File: config.mk
export PLATFORM = sky130hd
export DESIGN_NAME = inst_fetch
export DESIGN_NICKNAME = d
export VERILOG_FILES = /design/src/rtl/inst_fetch.sv
export SDC_FILE = /design/constraint.sdc
export NUM_CORES = 1
export LEC_CHECK = 0
export CORE_MARGIN = 8
export CORE_UTILIZATION = 46
export CTS_BUF_LIST = sky130_fd_sc_hd__clkbuf_4
export CTS_CLUSTER_DIAMETER = 50
export CTS_CLUSTER_SIZE = 28
export DETAILED_ROUTE_END_ITERATION = 6
export GPL_TIMING_DRIVEN = 0
export HOLD_SLACK_MARGIN = 0.08
export PLACE_DENSITY_LB_ADDON = 0.15
export SETUP_SLACK_MARGIN = 0.3
export SLEW_MARGIN = 20
export SYNTH_ARGS = -nofsm -noshare
export SYNTH_HDL_FRONTEND = slang
export SYNTH_SLANG_ARGS = --single-unit
File: constraint.sdc
create_clock -name clk -period 9.3 [get_ports clk]
set_input_delay 1.86 -clock clk [delete_from_list [all_inputs] [get_ports clk]]
set_output_delay 1.86 -clock clk [all_outputs]
set_load 0.005 [all_outputs]
File: src/rtl/inst_fetch.sv
// Instruction fetch stage: small loadable program memory that streams one
// word per unstalled cycle to the decoder and fills every idle cycle with NOP.
module inst_fetch #(
   parameter int DEPTH = 16,
   parameter int AW    = 4
) (
   input  logic          clk,
   input  logic          rst,
   input  logic          load_en,
   input  logic [AW-1:0] load_addr,
   input  logic [15:0]   load_data,
   input  logic          start,
   input  logic          stall,
   output logic [15:0]   inst,
   output logic          inst_valid,
   output logic [AW-1:0] pc,
   output logic          busy,
   output logic          done,
   output logic [AW:0]   issued_cnt
);

   typedef enum logic [1:0] {
      IDLE = 2'd0,
      RUN  = 2'd1,
      DONE = 2'd2
   } state_t;

   localparam logic [15:0]   NOP_WORD  = 16'h0100;
   localparam logic [AW-1:0] LAST_ADDR = AW'(DEPTH - 1);
   localparam logic [AW-1:0] PC_ONE    = AW'(1);
   localparam logic [AW:0]   CNT_ONE   = (AW + 1)'(1);

   state_t        state_r, state_s;
   logic [AW-1:0] pc_r, pc_s;
   logic [AW:0]   cnt_r, cnt_s;
   logic [15:0]   inst_r, inst_s;
   logic          valid_r, valid_s;
   logic          busy_r, busy_s;
   logic          done_r, done_s;
   logic [15:0]   mem_r [DEPTH];
   logic [15:0]   word_s;

   function automatic logic is_halt(input logic [15:0] w);
      return w[15:12] == 4'hF;
   endfunction

   // Program memory write port, locked out while running; contents survive reset.
   always_ff @(posedge clk) begin
      if (load_en && (state_r != RUN)) begin
         mem_r[load_addr] <= load_data;
      end
   end

   assign word_s = mem_r[pc_r];

   // Next-state and next-output logic.
   always_comb begin
      state_s = state_r;
      pc_s    = pc_r;
      cnt_s   = cnt_r;
      inst_s  = NOP_WORD;
      valid_s = 1'b0;
      case (state_r)
         IDLE, DONE: begin
            if (start) begin
               state_s = RUN;
               pc_s    = {AW{1'b0}};
               cnt_s   = {(AW + 1){1'b0}};
            end else begin
               state_s = state_r;
            end
         end
         RUN: begin
            if (stall) begin
               state_s = RUN;
            end else if (is_halt(word_s)) begin
               // HALT is consumed silently; pc stays on it for inspection.
               state_s = DONE;
            end else begin
               inst_s  = word_s;
               valid_s = 1'b1;
               cnt_s   = cnt_r + CNT_ONE;
               if (pc_r == LAST_ADDR) begin
                  state_s = DONE;
               end else begin
                  pc_s = pc_r + PC_ONE;
               end
            end
         end
         default: begin
            state_s = IDLE;
         end
      endcase
      busy_s = (state_s == RUN);
      done_s = (state_s == DONE);
   end

   // State and registered outputs.
   always_ff @(posedge clk or posedge rst) begin
      if (rst) begin
         state_r <= IDLE;
         pc_r    <= {AW{1'b0}};
         cnt_r   <= {(AW + 1){1'b0}};
         inst_r  <= NOP_WORD;
         valid_r <= 1'b0;
         busy_r  <= 1'b0;
         done_r  <= 1'b0;
      end else begin
         state_r <= state_s;
         pc_r    <= pc_s;
         cnt_r   <= cnt_s;
         inst_r  <= inst_s;
         valid_r <= valid_s;
         busy_r  <= busy_s;
         done_r  <= done_s;
      end
   end

   assign inst       = inst_r;
   assign inst_valid = valid_r;
   assign pc         = pc_r;
   assign busy       = busy_r;
   assign done       = done_r;
   assign issued_cnt = cnt_r;

endmodule

==> flow_metrics.py <==
metrics = {
    "status": {
        "outcome": "completed",
    },
    "drt": {
        "ant_nets": 0,
        "drt_iter0_markers": 514,
        "drc": 0,
        "num_vias": 5366,
        "detail_route.wirelength_um": 24700,
        "wire_per_inst_um": 26.05,
        "via_per_inst": 5.660,
        "dr.pass1.iters": 5,
    },
    "yosys": {
        "async_flop_share_pct": 10.49,
        "syn-cell-area_um2": 10980,
        "synth_cells": 510,
        "synth.yosys.seq_area_share_pct": 76.84,
        "synth-seq-cells": 286,
        "synth_flop_cell": "edfxtp_1",
        "syn_area_per_cell_um2": 21.54,
        "synth_edf_count": 256,
        "synth_cell_type_count": 43,
        "yosys_warnings": 0,
        "synth_nets": 537,
    },
    "critical_path": {
        "crit_path_top_delay_cell": "clkdlybuf4s50_1",
        "r2r_start": "pc[1]",
        "critPathMaxFanout": 7,
        "critPathLaunchType": "register",
        "path_cells": "clkdlybuf4s50_1",
        "max_stage_delay_ns": 0.56,
        "cp.buffers_inverters": 1,
        "cp.required_ns": 7.44,
        "rrSetupSlack_ns": 5.95,
        "worst-r2r-cell-count": 6,
        "crit_family": "buffers and inverters",
        "cp.arrival_ns": 1.82,
        "crit_path_end_kind": "primary output",
        "reg2reg_to": "inst[4]",
        "setup.worst_path.class": "reg -> out",
    },
    "clock_tree": {
        "clk_pin_slew_ns": 0.15,
        "post_cts.repair.setup_buffers": 0,
        "cts_resized": 0,
        "cts_tree": "built",
        "cts_buffers": 30,
        "h-tree-depth": 1,
        "hold_buffers": 0,
        "clkSinkCount": 286,
        "clk-insertion-delay-late_ns": 0.72,
        "cts_buffer_depth": 3,
        "clockRootBuffer": "clkbuf_4",
    },
    "sta": {
        "finalSetupViolCount": 0,
        "skew_ns": 0.04867,
        "finalWorstSetupSlack_ns": 5.622,
        "period_needed_ns": 3.678,
        "finalMaxSlewViolations": 0,
        "slew_headroom_pct": 28.47,
        "worst_pin_slew_ns": 1.073,
        "fmax_mhz": 271.9,
        "tns_ns": 0,
        "hold_viol": 0,
        "layout_worst_path_cycle_share_pct": 39.55,
        "rsz0062_at_grt": "no",
    },
    "cells_and_area": {
        "final_util_pct": 53.48,
        "mostFrequentLayoutCells": "256 x edfxtp_1, 68 x mux4_2, 52 x clkdlybuf4s50_1",
        "instances_no_fill": 948,
        "drive_above_1_share_pct": 27.27,
        "final_common_cell": "edfxtp_1",
        "syn_to_final_growth_pct": 14.29,
        "nets": 630,
        "n_fill_cell": 1829,
    },
    "place": {
        "dp_hpwl_um": 14950,
        "place.gp.congestion": 0.7360,
        "place_ws_ns": 4.956,
        "dpl.cell_count": 890,
        "portBuffers": 52,
    },
    "global_routing": {
        "grt_pass1_vias": 5630,
        "grt_usage_pct": 17.46,
        "antenna_found_initial": 1,
        "grt_start_max_net_pins": 31,
        "grt_pass1_wl_um": 36830,
        "grt_overflow": 0,
    },
    "die": {
        "die-area_um2": 29080,
        "rows": 56,
        "fp.dieH_um": 170.5,
        "dieWidth_um": 170.5,
        "core_um2": 23470,
        "boundaryPins": 53,
        "start_util_pct": 46.79,
    },
    "hold_path": {
        "holdCritStartpoint": "issued_cnt[3]",
        "hold_end": "issued_cnt[3]",
        "min_path_cells": 1,
        "hp-class": "reg -> reg",
    },
    "pwr": {
        "ir_worst_vdd_uv": 89.88,
        "power_density_nw_per_um2": 249.4,
        "total_power_uw": 3130,
        "p_leak_uw": 0.004006,
    },
    "job": {
        "drv_cap": 0,
    },
}
## kinds of logic (layout without fill, tap and decap cells)
kind of cell	after synthesis	count (layout)	synth area share (%)
fa+ha+maj	2	2	0.2278
simple gates	65	65	3.201
mux	85	85	15.49
other cells	0	2	0
flops	286	286	76.84
buf+inv	30	147	1.481
compound gates	42	42	2.757
## state kept, by name (all words and copies together) (netlist names)
register,flops
state_r,2
done,1
pc,4
inst,16
issued_cnt,5
inst_valid,1
mem_r,256
busy,1
## per-layer routing
| metal | global-route usage (%) | vias up | routed length (um) | part of all wire, % |
|---|---|---|---|---|
| li1 | - | 2321 | - | - |
| met1 | 23.86 | 2824 | 10560 | 43 |
| met2 | 28.18 | 185 | 11880 | 48 |
| met3 | 3.388 | 36 | 1689 | 6.8 |
| met4 | 5.263 | 0 | 565 | 2.3 |
| met5 | 0 | - | 0 | 0 |
## cell type report
| cell class | instances | area (um^2) | area share [%] |
|---|---|---|---|
| antenna | 2 | 5.005 | 0.03987 |
| buffer | 25 | 146.4 | 1.166 |
| clock buffer | 31 | 232.7 | 1.854 |
| clock inverter | 25 | 212.7 | 1.695 |
| inverter | 5 | 18.77 | 0.1495 |
| multi-input combinational | 194 | 2491 | 19.85 |
| sequential | 286 | 8439 | 67.24 |
| tap | 319 | 399.1 | 3.180 |
| timing repair buffer | 61 | 606.8 | 4.835 |
## how the worst max path moves through the flow
stage / from / to / cells after the start
after global routing: pc[1] / pc[1] / 1
after CTS: pc[1] / pc[1] / 1
final: pc[1] / pc[1] / 1
after floorplan: load_addr[1] / mem_r[0][0] / 2
after detailed placement: load_addr[0] / mem_r[2][9] / 5
after global placement: load_addr[1] / mem_r[0][8] / 3
## per-stage QoR
step	hold slack, ns	cell area [um^2]
after floorplan	0.4894	10980
after global placement	0.4901	11900
after detailed placement	0.4986	12100
after CTS	0.5172	12540
after global routing	0.5691	12550
final	0.5273	12550
## cell usage after synthesis (2+ instances only)
cell,n,area (um^2)
a21o_1,3,22.52
o22ai_1,2,12.51
o21ai_1,2,10.01
a21oi_1,6,30.03
nand4_1,2,12.51
dfrtp_1,29,725.7
buf_6,2,22.52
nand4b_1,3,26.28
nand3_1,4,20.02
a22oi_2,4,50.05
o211ai_1,2,15.01
buf_1,2,7.510
and2_1,12,75.07
ha_1,2,25.02
buf_4,2,15.01
mux2i_1,17,170.2
nor3_1,4,20.02
nand2b_1,6,37.54
edfxtp_1,256,7687
o21ai_0,8,40.04
a22oi_1,2,15.01
nor2_1,13,48.80
clkbuf_1,9,33.78
buf_2,9,45.04
nand2_1,13,48.80
mux4_2,68,1531
a221oi_1,8,70.07
nor2b_1,2,12.51
inv_1,4,15.01
## power breakdown
group | switching, uW | leakage (uW) | internal (uW)
Combinational | 469 | 0.00108 | 474
Clock | 470 | 0.000240 | 203
Sequential | 38.3 | 0.00269 | 1480
Total | 977 | 0.00401 | 2150
(Power assumes the default switching activity.)
